### config.mk
export PLATFORM = sky130hd
export DESIGN_NAME = multiport_register_file
export DESIGN_NICKNAME = d
export VERILOG_FILES = /design/src/rtl/rf_pkg.sv /design/src/rtl/rf_clear_seq.sv /design/src/rtl/multiport_register_file.sv
export SDC_FILE = /design/constraint.sdc
export NUM_CORES = 2
export LEC_CHECK = 0
export BUFFER_PORTS_ARGS = -buffer_cell sky130_fd_sc_hd__buf_4
export CAP_MARGIN = 20
export CORE_MARGIN = 3
export CORE_UTILIZATION = 50
export CTS_BUF_LIST = sky130_fd_sc_hd__clkbuf_4 sky130_fd_sc_hd__clkbuf_8
export DETAILED_ROUTE_END_ITERATION = 10
export PLACE_DENSITY_LB_ADDON = 0.08
export SYNTH_ARGS = -nofsm -noshare
export SYNTH_HDL_FRONTEND = slang
export SYNTH_HIERARCHICAL = 1
export SYNTH_SLANG_ARGS = --single-unit
### constraint.sdc
create_clock -name clk -period 10.7 [get_ports clk]
set_input_delay 1.07 -clock clk [delete_from_list [all_inputs] [get_ports clk]]
set_output_delay 1.07 -clock clk [all_outputs]
set_load 0.02 [all_outputs]
### src/rtl/rf_pkg.sv
// Shared defaults and clear-sequencer state encoding for the multiport register file.
package rf_pkg;
  localparam int RF_DATA_W   = 32;
  localparam int RF_NUM_REGS = 32;

  typedef enum logic {RF_IDLE, RF_CLEAR} rf_state_t;
endpackage

### src/rtl/rf_clear_seq.sv
// Clear sequencer: walks every register address once, writing zero, on reset or on request.
module rf_clear_seq
  import rf_pkg::*;
#(
  parameter int NUM_REGS = RF_NUM_REGS,
  parameter int AW       = (NUM_REGS > 1) ? $clog2(NUM_REGS) : 1
) (
  input  logic          clk,
  input  logic          rst,
  input  logic          clr_req,
  output logic          busy,
  output logic          clr_done,
  output logic [AW-1:0] clr_addr
);

  localparam logic [AW-1:0] LAST = AW'(NUM_REGS - 1);

  rf_state_t     state, state_nxt;
  logic [AW-1:0] cnt, cnt_nxt;
  logic          done_nxt;

  always_ff @(posedge clk or posedge rst) begin
    if (rst) begin
      state    <= RF_CLEAR;
      cnt      <= '0;
      clr_done <= 1'b0;
    end else begin
      state    <= state_nxt;
      cnt      <= cnt_nxt;
      clr_done <= done_nxt;
    end
  end

  // clr_req is only looked at in IDLE, so a request during a clear never restarts it
  always_comb begin
    state_nxt = state;
    cnt_nxt   = cnt;
    done_nxt  = 1'b0;
    case (state)
      RF_CLEAR: begin
        if (cnt == LAST) begin
          state_nxt = RF_IDLE;
          cnt_nxt   = '0;
          done_nxt  = 1'b1;
        end else begin
          cnt_nxt = cnt + AW'(1);
        end
      end
      RF_IDLE: begin
        if (clr_req) begin
          state_nxt = RF_CLEAR;
          cnt_nxt   = '0;
        end
      end
      default: begin
        state_nxt = RF_CLEAR;
        cnt_nxt   = '0;
      end
    endcase
  end

  assign busy     = (state == RF_CLEAR);
  assign clr_addr = cnt;

endmodule

### src/rtl/multiport_register_file.sv
// Multiport register file with combinational reads, same-cycle write bypass and a
// sequenced clear; storage has no reset so it can map onto RAM or plain flops.
module multiport_register_file
  import rf_pkg::*;
#(
  parameter int DATA_W      = RF_DATA_W,
  parameter int NUM_REGS    = RF_NUM_REGS,
  parameter int NUM_RD      = 2,
  parameter int NUM_WR      = 2,
  parameter int ZERO_REG_EN = 1,
  localparam int AW         = (NUM_REGS > 1) ? $clog2(NUM_REGS) : 1
) (
  input  logic                           clk,
  input  logic                           rst,
  input  logic [NUM_RD-1:0]              rd_en,
  input  logic [NUM_RD-1:0][AW-1:0]      rd_addr,
  output logic [NUM_RD-1:0][DATA_W-1:0]  rd_data,
  input  logic [NUM_WR-1:0]              wr_en,
  input  logic [NUM_WR-1:0][AW-1:0]      wr_addr,
  input  logic [NUM_WR-1:0][DATA_W-1:0]  wr_data,
  input  logic                           clr_req,
  output logic                           busy,
  output logic                           clr_done
);

  logic [DATA_W-1:0] mem [NUM_REGS];
  logic [AW-1:0]     clr_addr;

  // An address is usable if it exists and is not the hardwired zero register
  function automatic logic addr_ok(input logic [AW-1:0] a);
    return (int'(a) < NUM_REGS) && !((ZERO_REG_EN != 0) && (a == '0));
  endfunction

  rf_clear_seq #(
    .NUM_REGS (NUM_REGS),
    .AW       (AW)
  ) u_clear_seq (
    .clk      (clk),
    .rst      (rst),
    .clr_req  (clr_req),
    .busy     (busy),
    .clr_done (clr_done),
    .clr_addr (clr_addr)
  );

  // Ports are visited in ascending order so the highest-index writer lands last
  always_ff @(posedge clk) begin
    if (busy) begin
      mem[clr_addr] <= '0;
    end else begin
      for (int j = 0; j < NUM_WR; j++) begin
        if (wr_en[j] && addr_ok(wr_addr[j])) begin
          mem[wr_addr[j]] <= wr_data[j];
        end
      end
    end
  end

  always_comb begin
    for (int i = 0; i < NUM_RD; i++) begin
      rd_data[i] = '0;
      if (rd_en[i] && !busy && addr_ok(rd_addr[i])) begin
        rd_data[i] = mem[rd_addr[i]];
        for (int j = 0; j < NUM_WR; j++) begin
          if (wr_en[j] && (wr_addr[j] == rd_addr[i])) begin
            rd_data[i] = wr_data[j];
          end
        end
      end
    end
  end

endmodule

==> flow_summary.yaml <==
sta:
  setup_tns_ns: 0
  fin_crit_sh_pct: 58.5
  finalSetupViolCount: 0
  maxSlewViolCount: 0
  max_freq_ghz: 0.160
  worstMarginPinSlew_ns: 1.23
  clock_skew_ns: 0.0511
  hold_violations: 0
  rsz0062_at_grt: "no"
  slew_headroom_pct: 18.1
  fin_crit_ns: 6.26
  fin_hold_ws_ns: 0.110
die:
  die_w_um: 354
  io_pins: 157
  coreArea_mm2: 0.119
  die_y_um: 354
  die-area_mm2: 0.125
  initial_core_util_pct: 50.8
  rows: 126
final_layout:
  n_fill_cell: 10000
  final_cell_count_no_fill: 6727
  regArea_mm2: 0.0309
  final_common_cell: "nand2_1"
  mostFrequentLayoutCells: "nand2_1 (1,072), o21ai_0 (1,027), edfxtp_1 (1,024)"
  drive_gt1_share_pct: 21.1
  fin_nets: 5084
  syn_to_final_growth_pct: 8.58
  multi_input_area_mm2: 0.0269
  postLayoutCellArea_mm2: 0.0656
logic_synthesis:
  avgSynthCellArea_um2: 11.5
  synthArstFlopShare_pct: 0.679
  yosysWarningCount: 6
  ys_ff_latch: 1031
  synth_edf_count: 1024
  synthFlopType: "edfxtp_1"
  synthesis.area_mm2: 0.0604
  synth.distinct_cells: 65
  syn-num-nets: 5327
  ys_seq_area_share_pct: 51.2
  netlist_instances: 5233
global_routing:
  grt_pass1_wl_mm: 341
  grt_use_total_pct: 38.6
  gr-total-overflow: 0
  grt_max_degree: 97
  antenna_found_initial: 16
  grt_pass1_vias: 44900
run_status:
  status: "finished clean"
critical_path:
  crit_chain: "buf_4 > buf_4 > nor2b_4 > buf_4 > a22oi_1 > o21a_1 > o221ai_1 > buf_4"
  cpPeakStageDelay_ns: 0.92
  cpMostUsedCell: "buf_4"
  critPathRequiredTime_ns: 9.63
  critPathArrivalTime_ns: 5.19
  r2r_slack_ns: 6.59
  crit_slowest_cell: "buf_4"
  start_kind: "primary input"
  end_kind: "output port"
  startpoint: "rd_addr[4]"
  crit_fanout: 49
  criticalPathCategory: "in2out"
  r2r-start: "u_clear_seq/busy"
placed_design:
  dp_cells: 6403
  port-buffer-count: 156
  hpwl_mm: 128
  placed_cell_area_mm2: 0.0621
  place_congestion: 0.842
clocking:
  cts-resized-gates: 0
  clock_path_buffers: 3
  clockRootBuffer: "clkbuf_8"
  cts.reportedPaths.clkPinSlew_ns: 0.06
  numCtsBuffers: 180
  clk_latency_ns: 0.90
  cts-hold-fix-buffers: 0
  cts_max_level: 4
  cts_tree: "built"
  cts_setup_buffers: 0
  clkSinkCount: 1031
route:
  drt_wl_total_mm: 244
  drtPass1Iterations: 6
  ant_nets: 0
  vias_per_cell: 7.00
  route.detailed.drc: 0
  wl_per_cell_um: 36.2
  drt-initial-drc-count: 7448
  vias: 47100
min_path:
  hold_class: "in2async"
pwr:
  vdd_drop_max_mv: 0.115
  power_leakage_uw: 0.0218
  power.density_mw_per_mm2: 164
run:
  max-cap-violations: 0
-- per-stage QoR --
step	setup slack (ns)	power, uW	utilization, %
2_1_floorplan	6.14	6310	-
3_3_place_gp	4.67	7190	52.2
3_5_place_dp	4.68	7220	52.2
6_report	4.44	10800	55.1
4_1_cts	4.68	10700	55.0
5_1_grt	4.42	11000	55.1
-- metal layers --
metal  part of all wire [%]  up-vias  track usage, %
met2                     45     3596            59.4
met4                    6.7       10            22.8
met5                  0.067        -               0
met1                     35    23200            49.4
met3                     13      850            10.3
li1                       -    19400               -
-- sequential cells by signal, summed over array words and instances (netlist names) --
| register | cells |
|---|---|
| mem | 1024 |
| u_clear_seq/clr_done | 1 |
| u_clear_seq/busy | 1 |
| u_clear_seq/clr_addr | 5 |
-- synthesized netlist by cell type, drive strengths merged (2+ instances only) --
library cell,number,area share (%)
nand2,1074,6.7
o21ai,1029,8.5
edfxtp,1024,51
clkbuf,481,3.0
mux4,447,17
buf,209,1.8
mux2i,196,3.2
a22oi,126,1.6
o221ai,93,1.3
inv,72,0.45
nor3,43,0.36
nor4,40,0.41
nand4,35,0.36
o22ai,34,0.35
o21a,33,0.41
a22o,32,0.47
a31oi,32,0.33
a21boi,31,0.39
a221o,31,0.51
o21bai,29,0.36
nor2,24,0.16
and2,21,0.22
xnor2,12,0.17
nand2b,11,0.12
xor2,8,0.12
nand3,7,0.058
nor2b,7,0.072
dfrtp,6,0.25
and3,4,0.041
mux2,4,0.075
nand3b,4,0.050
or2,4,0.041
ha,3,0.062
or4,3,0.037
a2111oi,2,0.029
a211oi,2,0.033
a21oi,2,0.017
or4b,2,0.033
-- kinds of logic after synthesis --
| kind of cell | after synthesis | share of synthesized area, % |
|---|---|---|
| compound gates | 1487 | 14.5 |
| xor+xnor | 20 | 0.290 |
| fa+ha+maj | 3 | 0.0621 |
| buf+inv | 762 | 5.26 |
| flops | 1031 | 51.2 |
| mux | 647 | 20.0 |
| simple gates | 1283 | 8.70 |
-- critical path, delay by kind of cell --
kind	cells	cell delay [ns]
compound gates	3	0.85
buf+inv	4	2.50
simple gates	1	0.69
-- cell type report --
type | instances | area share, %
Multi-Input combinational cell | 3440 | 41.0
Timing Repair Buffer | 265 | 3.24
Antenna cell | 10 | 0.0382
Tap cell | 1600 | 3.05
Sequential cell | 1031 | 47.1
Clock inverter | 63 | 0.525
Clock buffer | 246 | 4.59
Inverter | 72 | 0.412
-- path summary, 6_finish.rpt --
| kind | cells past startpoint | endpoint |
|---|---|---|
| worst max-delay path | 8 | rd_data[2] |
| worst min-delay path | 2 | u_clear_seq/clr_done |
| worst max register to register | 5 | mem[5][19] |
| worst min register to register | 1 | u_clear_seq/clr_addr[2] |
| max in group asynchronous | 2 | u_clear_seq/busy |
| min in group clk | 2 | u_clear_seq/clr_addr[1] |
-- report_power, final --
group | internal (uW) | switching, uW | total [uW]
logic | 664 | 1400 | 2070
registers | 4960 | 183 | 5140
clock network | 1850 | 1710 | 3560
total | 7470 | 3300 | 10800
No activity file was read; power rests on OpenSTA's default activity.
